<file path="src/rtl/uart_pkg.sv">
// Shared definitions for the UART receive path: parity modes, frame bit
// positions, the per-byte receive status record and the parity check helper.
package uart_pkg;

    // Data bits per frame; fixed by the 11-bit start/8-data/parity/stop format.
    localparam int DATA_W  = 8;
    localparam int FRAME_W = 11;

    // Parity modes as presented on parity_type (2'b11 also means none).
    localparam logic [1:0] PAR_NONE = 2'b00;
    localparam logic [1:0] PAR_ODD  = 2'b01;
    localparam logic [1:0] PAR_EVEN = 2'b10;

    // Bit positions inside frame_in; d0 sits at FRM_D0 and d7 at FRM_D0-7.
    localparam int FRM_START = 10;
    localparam int FRM_D0    = 9;
    localparam int FRM_PAR   = 1;
    localparam int FRM_STOP  = 0;

    // Status stored alongside each received byte.
    typedef struct packed {
        logic start_err;
        logic parity_err;
        logic frame_err;
    } rx_status_t;

    // Parity error for one byte plus its parity bit under the given mode.
    function automatic logic parity_err_f(input logic [DATA_W-1:0] data,
                                          input logic              par_bit,
                                          input logic [1:0]        mode);
        logic err;
        case (mode)
            PAR_ODD:  err = ~(^{data, par_bit});
            PAR_EVEN: err = ^{data, par_bit};
            default:  err = 1'b0;
        endcase
        return err;
    endfunction

endpackage

</file>
<file path="src/rtl/uart_rx_fifo.sv">
// Generic synchronous FIFO: push/pop, full/empty and occupancy count.
// Pointers are log2(DEPTH) bits and wrap naturally, so DEPTH must be a
// power of two. A push while full is accepted only together with a pop.
module uart_rx_fifo #(
    parameter int WIDTH = 11,
    parameter int DEPTH = 4
) (
    input  logic                       baud_clk,
    input  logic                       reset_n,
    input  logic                       push,
    input  logic [WIDTH-1:0]           wr_data,
    input  logic                       pop,
    output logic [WIDTH-1:0]           rd_data,
    output logic                       full,
    output logic                       empty,
    output logic [$clog2(DEPTH):0]     count
);

    localparam int              AW       = $clog2(DEPTH);
    localparam logic [AW-1:0]   PTR_ONE  = AW'(1'b1);
    localparam logic [AW:0]     CNT_ONE  = (AW + 1)'(1'b1);
    localparam logic [AW:0]     CNT_FULL = (AW + 1)'(DEPTH);

    logic [WIDTH-1:0] mem_r [DEPTH];
    logic [AW-1:0]    wr_ptr_r;
    logic [AW-1:0]    rd_ptr_r;
    logic [AW:0]      count_r;
    logic             push_ok_s;
    logic             pop_ok_s;

    assign full      = (count_r == CNT_FULL);
    assign empty     = (count_r == {(AW + 1){1'b0}});
    assign count     = count_r;
    assign rd_data   = mem_r[rd_ptr_r];
    assign pop_ok_s  = pop && !empty;
    assign push_ok_s = push && (!full || pop_ok_s);

    // Storage write; contents need no reset because reads are gated by empty.
    always_ff @(posedge baud_clk) begin
        if (push_ok_s) begin
            mem_r[wr_ptr_r] <= wr_data;
        end
    end

    // Pointer and occupancy tracking; simultaneous push+pop leaves count alone.
    always_ff @(posedge baud_clk) begin
        if (!reset_n) begin
            wr_ptr_r <= {AW{1'b0}};
            rd_ptr_r <= {AW{1'b0}};
            count_r  <= {(AW + 1){1'b0}};
        end else begin
            if (push_ok_s) begin
                wr_ptr_r <= wr_ptr_r + PTR_ONE;
            end
            if (pop_ok_s) begin
                rd_ptr_r <= rd_ptr_r + PTR_ONE;
            end
            case ({push_ok_s, pop_ok_s})
                2'b10:   count_r <= count_r + CNT_ONE;
                2'b01:   count_r <= count_r - CNT_ONE;
                default: count_r <= count_r;
            endcase
        end
    end

endmodule

</file>
<file path="src/rtl/uart_rx_ctrl.sv">
// UART receive controller: captures one completed frame per frame_flag
// assertion, decodes data and status, queues them in uart_rx_fifo and
// presents the head entry through a valid/ready handshake. Dropped frames
// (FIFO full with no pop) raise a sticky overrun flag.
// Build option: define UART_RX_CTRL_PARITY_EN to enable the parity check;
// without it parity_type and the frame's parity bit are ignored.
module uart_rx_ctrl
    import uart_pkg::*;
#(
    parameter int DEPTH = 4
) (
    input  logic                       baud_clk,
    input  logic                       reset_n,
    input  logic [10:0]                frame_in,
    input  logic                       frame_flag,
    input  logic [1:0]                 parity_type,
    input  logic                       rd_ready,
    input  logic                       err_clr,
    output logic                       rd_valid,
    output logic [7:0]                 rd_data,
    output logic [2:0]                 rd_status,
    output logic                       overrun,
    output logic [$clog2(DEPTH):0]     count
);

    logic                flag_q_r;
    logic                overrun_r;
    logic                capture_s;
    logic                push_s;
    logic                pop_s;
    logic                drop_s;
    logic                fifo_full_s;
    logic                fifo_empty_s;
    logic [DATA_W-1:0]   data_s;
    rx_status_t          status_s;
    logic [FRAME_W-1:0]  entry_s;
    logic [FRAME_W-1:0]  head_s;

    assign capture_s = frame_flag && !flag_q_r;
    assign pop_s     = rd_ready && !fifo_empty_s;
    assign push_s    = capture_s && (!fifo_full_s || pop_s);
    assign drop_s    = capture_s && fifo_full_s && !pop_s;
    assign entry_s   = {status_s, data_s};
    assign rd_valid  = !fifo_empty_s;
    assign overrun   = overrun_r;

    // Frame-flag edge detector; resets high so a flag held across reset is ignored.
    always_ff @(posedge baud_clk) begin
        if (!reset_n) begin
            flag_q_r <= 1'b1;
        end else begin
            flag_q_r <= frame_flag;
        end
    end

    // Field decode: reverse the on-wire d0-first order and derive status bits.
    always_comb begin
        data_s   = {DATA_W{1'b0}};
        status_s = '{start_err: 1'b0, parity_err: 1'b0, frame_err: 1'b0};
        for (int i = 0; i < DATA_W; i++) begin
            data_s[i] = frame_in[FRM_D0 - i];
        end
        status_s.start_err = frame_in[FRM_START];
        status_s.frame_err = ~frame_in[FRM_STOP];
`ifdef UART_RX_CTRL_PARITY_EN
        status_s.parity_err = parity_err_f(data_s, frame_in[FRM_PAR], parity_type);
`else
        status_s.parity_err = 1'b0;
`endif
    end

`ifndef UART_RX_CTRL_PARITY_EN
    // Parity inputs have no function in this build.
    logic unused_parity_s;
    assign unused_parity_s = &{1'b0, parity_type, frame_in[FRM_PAR]};
`endif

    // Sticky overrun: a drop wins over a same-cycle clear.
    always_ff @(posedge baud_clk) begin
        if (!reset_n) begin
            overrun_r <= 1'b0;
        end else if (drop_s) begin
            overrun_r <= 1'b1;
        end else if (err_clr) begin
            overrun_r <= 1'b0;
        end else begin
            overrun_r <= overrun_r;
        end
    end

    // Head presentation; forced to zero while the queue is empty.
    always_comb begin
        rd_data   = 8'h00;
        rd_status = 3'b000;
        if (fifo_empty_s) begin
            rd_data   = 8'h00;
            rd_status = 3'b000;
        end else begin
            rd_data   = head_s[DATA_W-1:0];
            rd_status = head_s[FRAME_W-1:DATA_W];
        end
    end

    uart_rx_fifo #(
        .WIDTH (FRAME_W),
        .DEPTH (DEPTH)
    ) u_fifo (
        .baud_clk (baud_clk),
        .reset_n  (reset_n),
        .push     (push_s),
        .wr_data  (entry_s),
        .pop      (pop_s),
        .rd_data  (head_s),
        .full     (fifo_full_s),
        .empty    (fifo_empty_s),
        .count    (count)
    );

endmodule

</file>
<file path="config.mk">
export PLATFORM = sky130hd
export DESIGN_NAME = uart_rx_ctrl
export DESIGN_NICKNAME = d
export VERILOG_FILES = /design/src/rtl/uart_pkg.sv /design/src/rtl/uart_rx_fifo.sv /design/src/rtl/uart_rx_ctrl.sv
export SDC_FILE = /design/constraint.sdc
export NUM_CORES = 1
export LEC_CHECK = 0
export ABC_CLOCK_PERIOD_IN_PS = 2200
export CORE_ASPECT_RATIO = 1.5
export CORE_MARGIN = 3
export CORE_UTILIZATION = 48
export CTS_CLUSTER_DIAMETER = 50
export DETAILED_ROUTE_END_ITERATION = 6
export PLACE_DENSITY = 0.75
export SLEW_MARGIN = 20
export SYNTH_ARGS = -nofsm -noshare
export SYNTH_HDL_FRONTEND = slang
export SYNTH_HIERARCHICAL = 1
export SYNTH_SLANG_ARGS = --single-unit
</file>
<file path="constraint.sdc">
create_clock -name baud_clk -period 2.2 [get_ports baud_clk]
set_input_delay 0.33 -clock baud_clk [delete_from_list [all_inputs] [get_ports baud_clk]]
set_output_delay 0.33 -clock baud_clk [all_outputs]
set_load 0.01 [all_outputs]
</file>
# Yosys cells after proc, flatten, opt, wreduce, memory -nomap -nowiden
# Memories as Yosys holds them, arrays and structs flattened. A register that Yosys moved wholly into a read port is not among the register bits.
# Cells that the tools add are included.
# word_totals
ff_bits,9
mem_bits_rw,40
wordCells,39
mem_count,1
# classes
addsub,4
n_eq_ne,3
n_mux,9
bitwise_logic,1
reduce_logical,16
# mem_list
memory,depth,word_bits,rd,rd_ports_with_merged_regs,write_ports,line_no,rtl
u_fifo.mem_r,4,10,1,1,1,uart_rx_fifo.sv:24,logic [WIDTH-1:0] mem_r [DEPTH];
# ops
op,n
$mux W8,1
$logic_and A1 B1 Y1,7
$pmux W3 S2,1
$add A2 B1 Y2 const B,2
$logic_not A1 Y1,4
$mux W1,4
$mux W2,2
$reduce_bool A2 Y1,2
$add A3 B1 Y3 const B,1
$eq A3 B3 Y1 const B,1
$logic_not A3 Y1,1
$mux W3,1
$sub A3 B1 Y3 const B,1
$eq A2 B1 Y1 const B,1
$eq A2 B2 Y1 const B,1
$logic_or A1 B1 Y1,2
$not A1 Y1,1

# Depth between registers and ports, before layout
# logic_depth
word_depth,8
depth_mapped,10

# By module
# The synthesis kept the hierarchy.
# modules_own_cells
module,n_inst,cells_per_inst,area_per_inst_um2,seq_area_each_um2
uart_rx_fifo,1,117,2134.5,1501.4
uart_rx_ctrl,1,25,190.2,40.0

# Least setup slack after synthesis
# Ideal clock, no wire load.
# synth_timing
kind,flip-flop to flip-flop
start,register u_fifo.count_r[0] (netlist: u_fifo/count[0])
end,register u_fifo.count_r[2] (netlist: u_fifo/count[2])
setup_ns,0.072
t_arrival_ns,2.296
required_time_ns,2.128
slack_ns,-0.167
stages_incl_launch_ff,11
path_buffers,2
synth_period_minus_slack_ns,2.367
path_cell_list,dfxtp_1 > buf_6 > nor3_1 > nor2b_2 > o21ba_2 > buf_2 > nand2b_1 > fa_1 > nand2b_1 > o31ai_2 > mux2i_1
# synth_between
elab_chain_cells,8
# synth_rtl
element,line_no,rtl
from (decl),uart_rx_fifo.sv:27,logic [AW:0] count_r;
from (signal assigned),uart_rx_fifo.sv:50,count_r <= {(AW + 1){1'b0}};
from (signal assigned),uart_rx_fifo.sv:59,2'b10: count_r <= count_r + CNT_ONE;
from (signal assigned),uart_rx_fifo.sv:60,2'b01: count_r <= count_r - CNT_ONE;
$logic_not A3 Y1 (*),uart_rx_fifo.sv:32,assign empty = (count_r == {(AW + 1){1'b0}});
via fifo_empty_s,uart_rx_ctrl.sv:33,logic fifo_empty_s;
$logic_not A1 Y1 (*),uart_rx_ctrl.sv:40,assign pop_s = rd_ready && !fifo_empty_s;
$logic_and A1 B1 Y1 (*),uart_rx_ctrl.sv:40,
via pop_s,uart_rx_ctrl.sv:30,logic pop_s;
$logic_or A1 B1 Y1 (*),uart_rx_ctrl.sv:41,assign push_s = capture_s && (!fifo_full_s || pop_s);
$logic_and A1 B1 Y1 (*),uart_rx_ctrl.sv:41,
via push_s,uart_rx_ctrl.sv:29,logic push_s;
$logic_and A1 B1 Y1 (*),uart_rx_fifo.sv:36,assign push_ok_s = push && (!full || pop_ok_s);
$eq A2 B1 Y1 or $eq A2 B2 Y1 (tied branches),uart_rx_fifo.sv:58,"case ({push_ok_s, pop_ok_s})"
$pmux W3 S2 or $reduce_bool A2 Y1 (tied branches),-,
# Mark *: on every way through the listed nets, which the timed path passes. The rest lies on a longest branch.
# A chain may end at the register's enable or synchronous reset.

==> qor.txt <==
EDFF count, synth: 44
initial core utilization: 50.4%
FMAX: 472 MHz
detailed-route via count: 1,355
H-tree depth: 2
CP endpoint kind: output port
post-route ant nets: 0
Synth Warn #: 6
CTS Sinks: 55
Skew-Pair Late Insertion Delay: 0.30 ns
Synth Cell Area: 2320 um^2
cts bufs inserted: 5
most frequent cells in the layout: edfxtp_1, buf_4, clkdlybuf4s50_1, mux4_2, nor2b_1
vias in the first global route: 1,418
outcome: completed
drc violations: 0
Req. time, crit path: 1.87 ns
sequential element share of the synthesized area: 66.3%
Netlist cell types: 32
Worst-path clk slew: 0.09 ns
Max rail drop VDD: 352 uV
die area: 5730 um^2
min Tclk post-route: 2.12 ns
met2 wire len: 2290 um
slowest CP cell: mux4_2
Layout Nets: 226
Post-Place Setup Slack: -0.0982 ns
first-pass GRT wire length: 6760 um
hold crit path type: reg2reg
synthesis-to-layout area growth: 32.0%
Worst Path Class, Setup: reg2out
proportion of layout cells with a drive suffix above 1: 27.0%
critical path data arrival time: 1.79 ns
diodes inserted: 0
most common cell after layout, fill and taps aside: edfxtp_1
Yosys reg bits: 55
Core Util, Final: 66.4%
total power: 1.98 mW
Syn Inst Count: 142
Pwr per Cell Area: 645 nW/um^2
wirelength, routed: 4000 um
DP Wirelength: 2910 um
num rows: 30
worst path bufs/invs: 3
GRT Util Overall: 15.3%
Buffers on Ports: 30
Worst Slack Setup Final: 0.0801 ns
DRT iter0 DRCs: 40
Die Width: 62.8 um
Setup crit start kind: flop
Post-synth top flop: edfxtp_1
GP Congestion: 0.710
total grt overflow: 0
CTS tree: yes
setup violators final: 0
Chip Height: 91.2 um
static leakage: 1.14 nW
clock tree buffer depth: 2
Top delay family on crit path: buffers and inverters
Core ar.: 4620 um^2
WL met1: 1530 um
vias per cell: 5.06
Final Max Tran Viols: 0
DRT Pass-1 Iters: 5
met3 wire length: 127 um
I/O pins: 34
slowest stage delay, CP: 0.48 ns
Critical Path Fanout Max: 9
skew final: 0.00480 ns
max_cap viols: 0
Async SR Flop Fraction: 0%
initial antenna violation count: 0
crit-path cells: buf_12, buf_4, mux4_2, nor2b_1, dlygate4sd2_1
highest routed layer: met4
Final Hold Fails: 0
drt wl/cell: 14.9 um
syn_area_per_cell: 16.4 um^2
CTS Root Buffer Type: clkbuf_8
largest net degree at the start of global routing: 17
Tcrit/Tclk final: 96.4%
==> flip-flops by register name, indices dropped and copies added (netlist names), named ones only <==
register and flops:
overrun 1, flag_q_r 1, u_fifo/rd_ptr_r 2, u_fifo/count 3, u_fifo/mem_r 44, u_fifo/wr_ptr_r 2
==> synthesized netlist by cell type (3+ instances only) <==
| library cell | number | share of area (%) |
|---|---|---|
| and2_1 | 9 | 2.4 |
| buf_2 | 3 | 0.65 |
| dfxtp_1 | 11 | 9.5 |
| edfxtp_1 | 44 | 57 |
| ha_1 | 4 | 2.2 |
| inv_1 | 9 | 1.5 |
| mux4_2 | 11 | 11 |
| nand2_1 | 5 | 0.81 |
| nand2b_1 | 4 | 1.1 |
| nor2_1 | 3 | 0.48 |
| nor2b_1 | 10 | 2.7 |
| xor2_1 | 3 | 1.1 |
==> worst paths after layout <==
| path | from | endpoint | slack (ns) | cells past startpoint |
|---|---|---|---|---|
| worst min-delay path | u_fifo/count[2] | u_fifo/count[2] | 0.52 | 2 |
| worst max-delay path | flop | rd_status[2] | 0.08 | 5 |
| worst max register to register | u_fifo/count[2] | u_fifo/count[2] | 0.11 | 9 |
| worst min register to register | u_fifo/count[2] | u_fifo/count[2] | 0.52 | 2 |
==> per-layer routing <==
| layer | track usage [%] | up-vias |
|---|---|---|
| met3 | 3.59 | 8 |
| met4 | 5.52 | 0 |
| met2 | 28.9 | 38 |
| li1 | - | 636 |
| met5 | 0 | - |
| met1 | 16.2 | 673 |
==> power by group <==
part | leakage, nW | total, mW | internal, mW | switching, mW
clock network | 0.0654 | 0.760 | 0.454 | 0.305
registers | 0.488 | 1.13 | 1.13 | 0.00364
logic | 0.583 | 0.0856 | 0.0492 | 0.0364
==> layout make-up <==
cell class              count  area, um^2
clock buffers               6        72.6
clock inverters             2        60.1
fillers                   342        1550
inverters                   9        33.8
multi-input cells          76         747
flip-flops and latches     55        1550
well taps                  64        80.1
repair buffers             56         527
==> worst reg2reg max path: stages (launching register included) <==
cell	delay, ns
dfxtp_4	0.40
inv_1	0.07
nor3_1	0.12
inv_1	0.09
o21ba_2	0.23
nand2b_1	0.16
fa_1	0.39
nand2b_1	0.17
o31ai_2	0.20
mux2i_1	0.20
==> logic make-up after synthesis <==
family                     count (synthesis)  synth area share, %
muxes                                     13                 11.5
DFF                                       55                 66.3
buffers and inverters                     14                 2.74
other                                      1                0.161
xor gates and xnor gates                   5                 1.88
and+or+nand+nor                           40                 10.6
adders and majority gates                  5                 3.01
AOI/OAI and AO/OA                          9                 3.77
==> repair_timing <==
action / 4_1_cts / 5_1_grt
cloned: 0 / 0
setup buffers: 1 / 8
resized for setup: 14 / 3
hold endpoints to repair: 0 / 0
setup endpoints to repair: 11 / 4
pin swaps: 0 / 1
hold buffers: 0 / 0
==> metrics by stage <==
| stage | cell area, um^2 | cells | setup TNS, ns | hold slack, ns |
|---|---|---|---|---|
| 6_report | 3070 | 268 | 0 | 0.523 |
| 3_5_place_dp | 2870 | 251 | -0.0982 | 0.524 |
| 5_1_grt | 3070 | 268 | -0.00198 | 0.542 |
| 4_1_cts | 3000 | 260 | 0 | 0.540 |
| 3_3_place_gp | 2870 | 251 | -0.0141 | 0.484 |
| 2_1_floorplan | 2350 | 145 | 0 | 0.403 |
(Power assumes the default switching activity.)
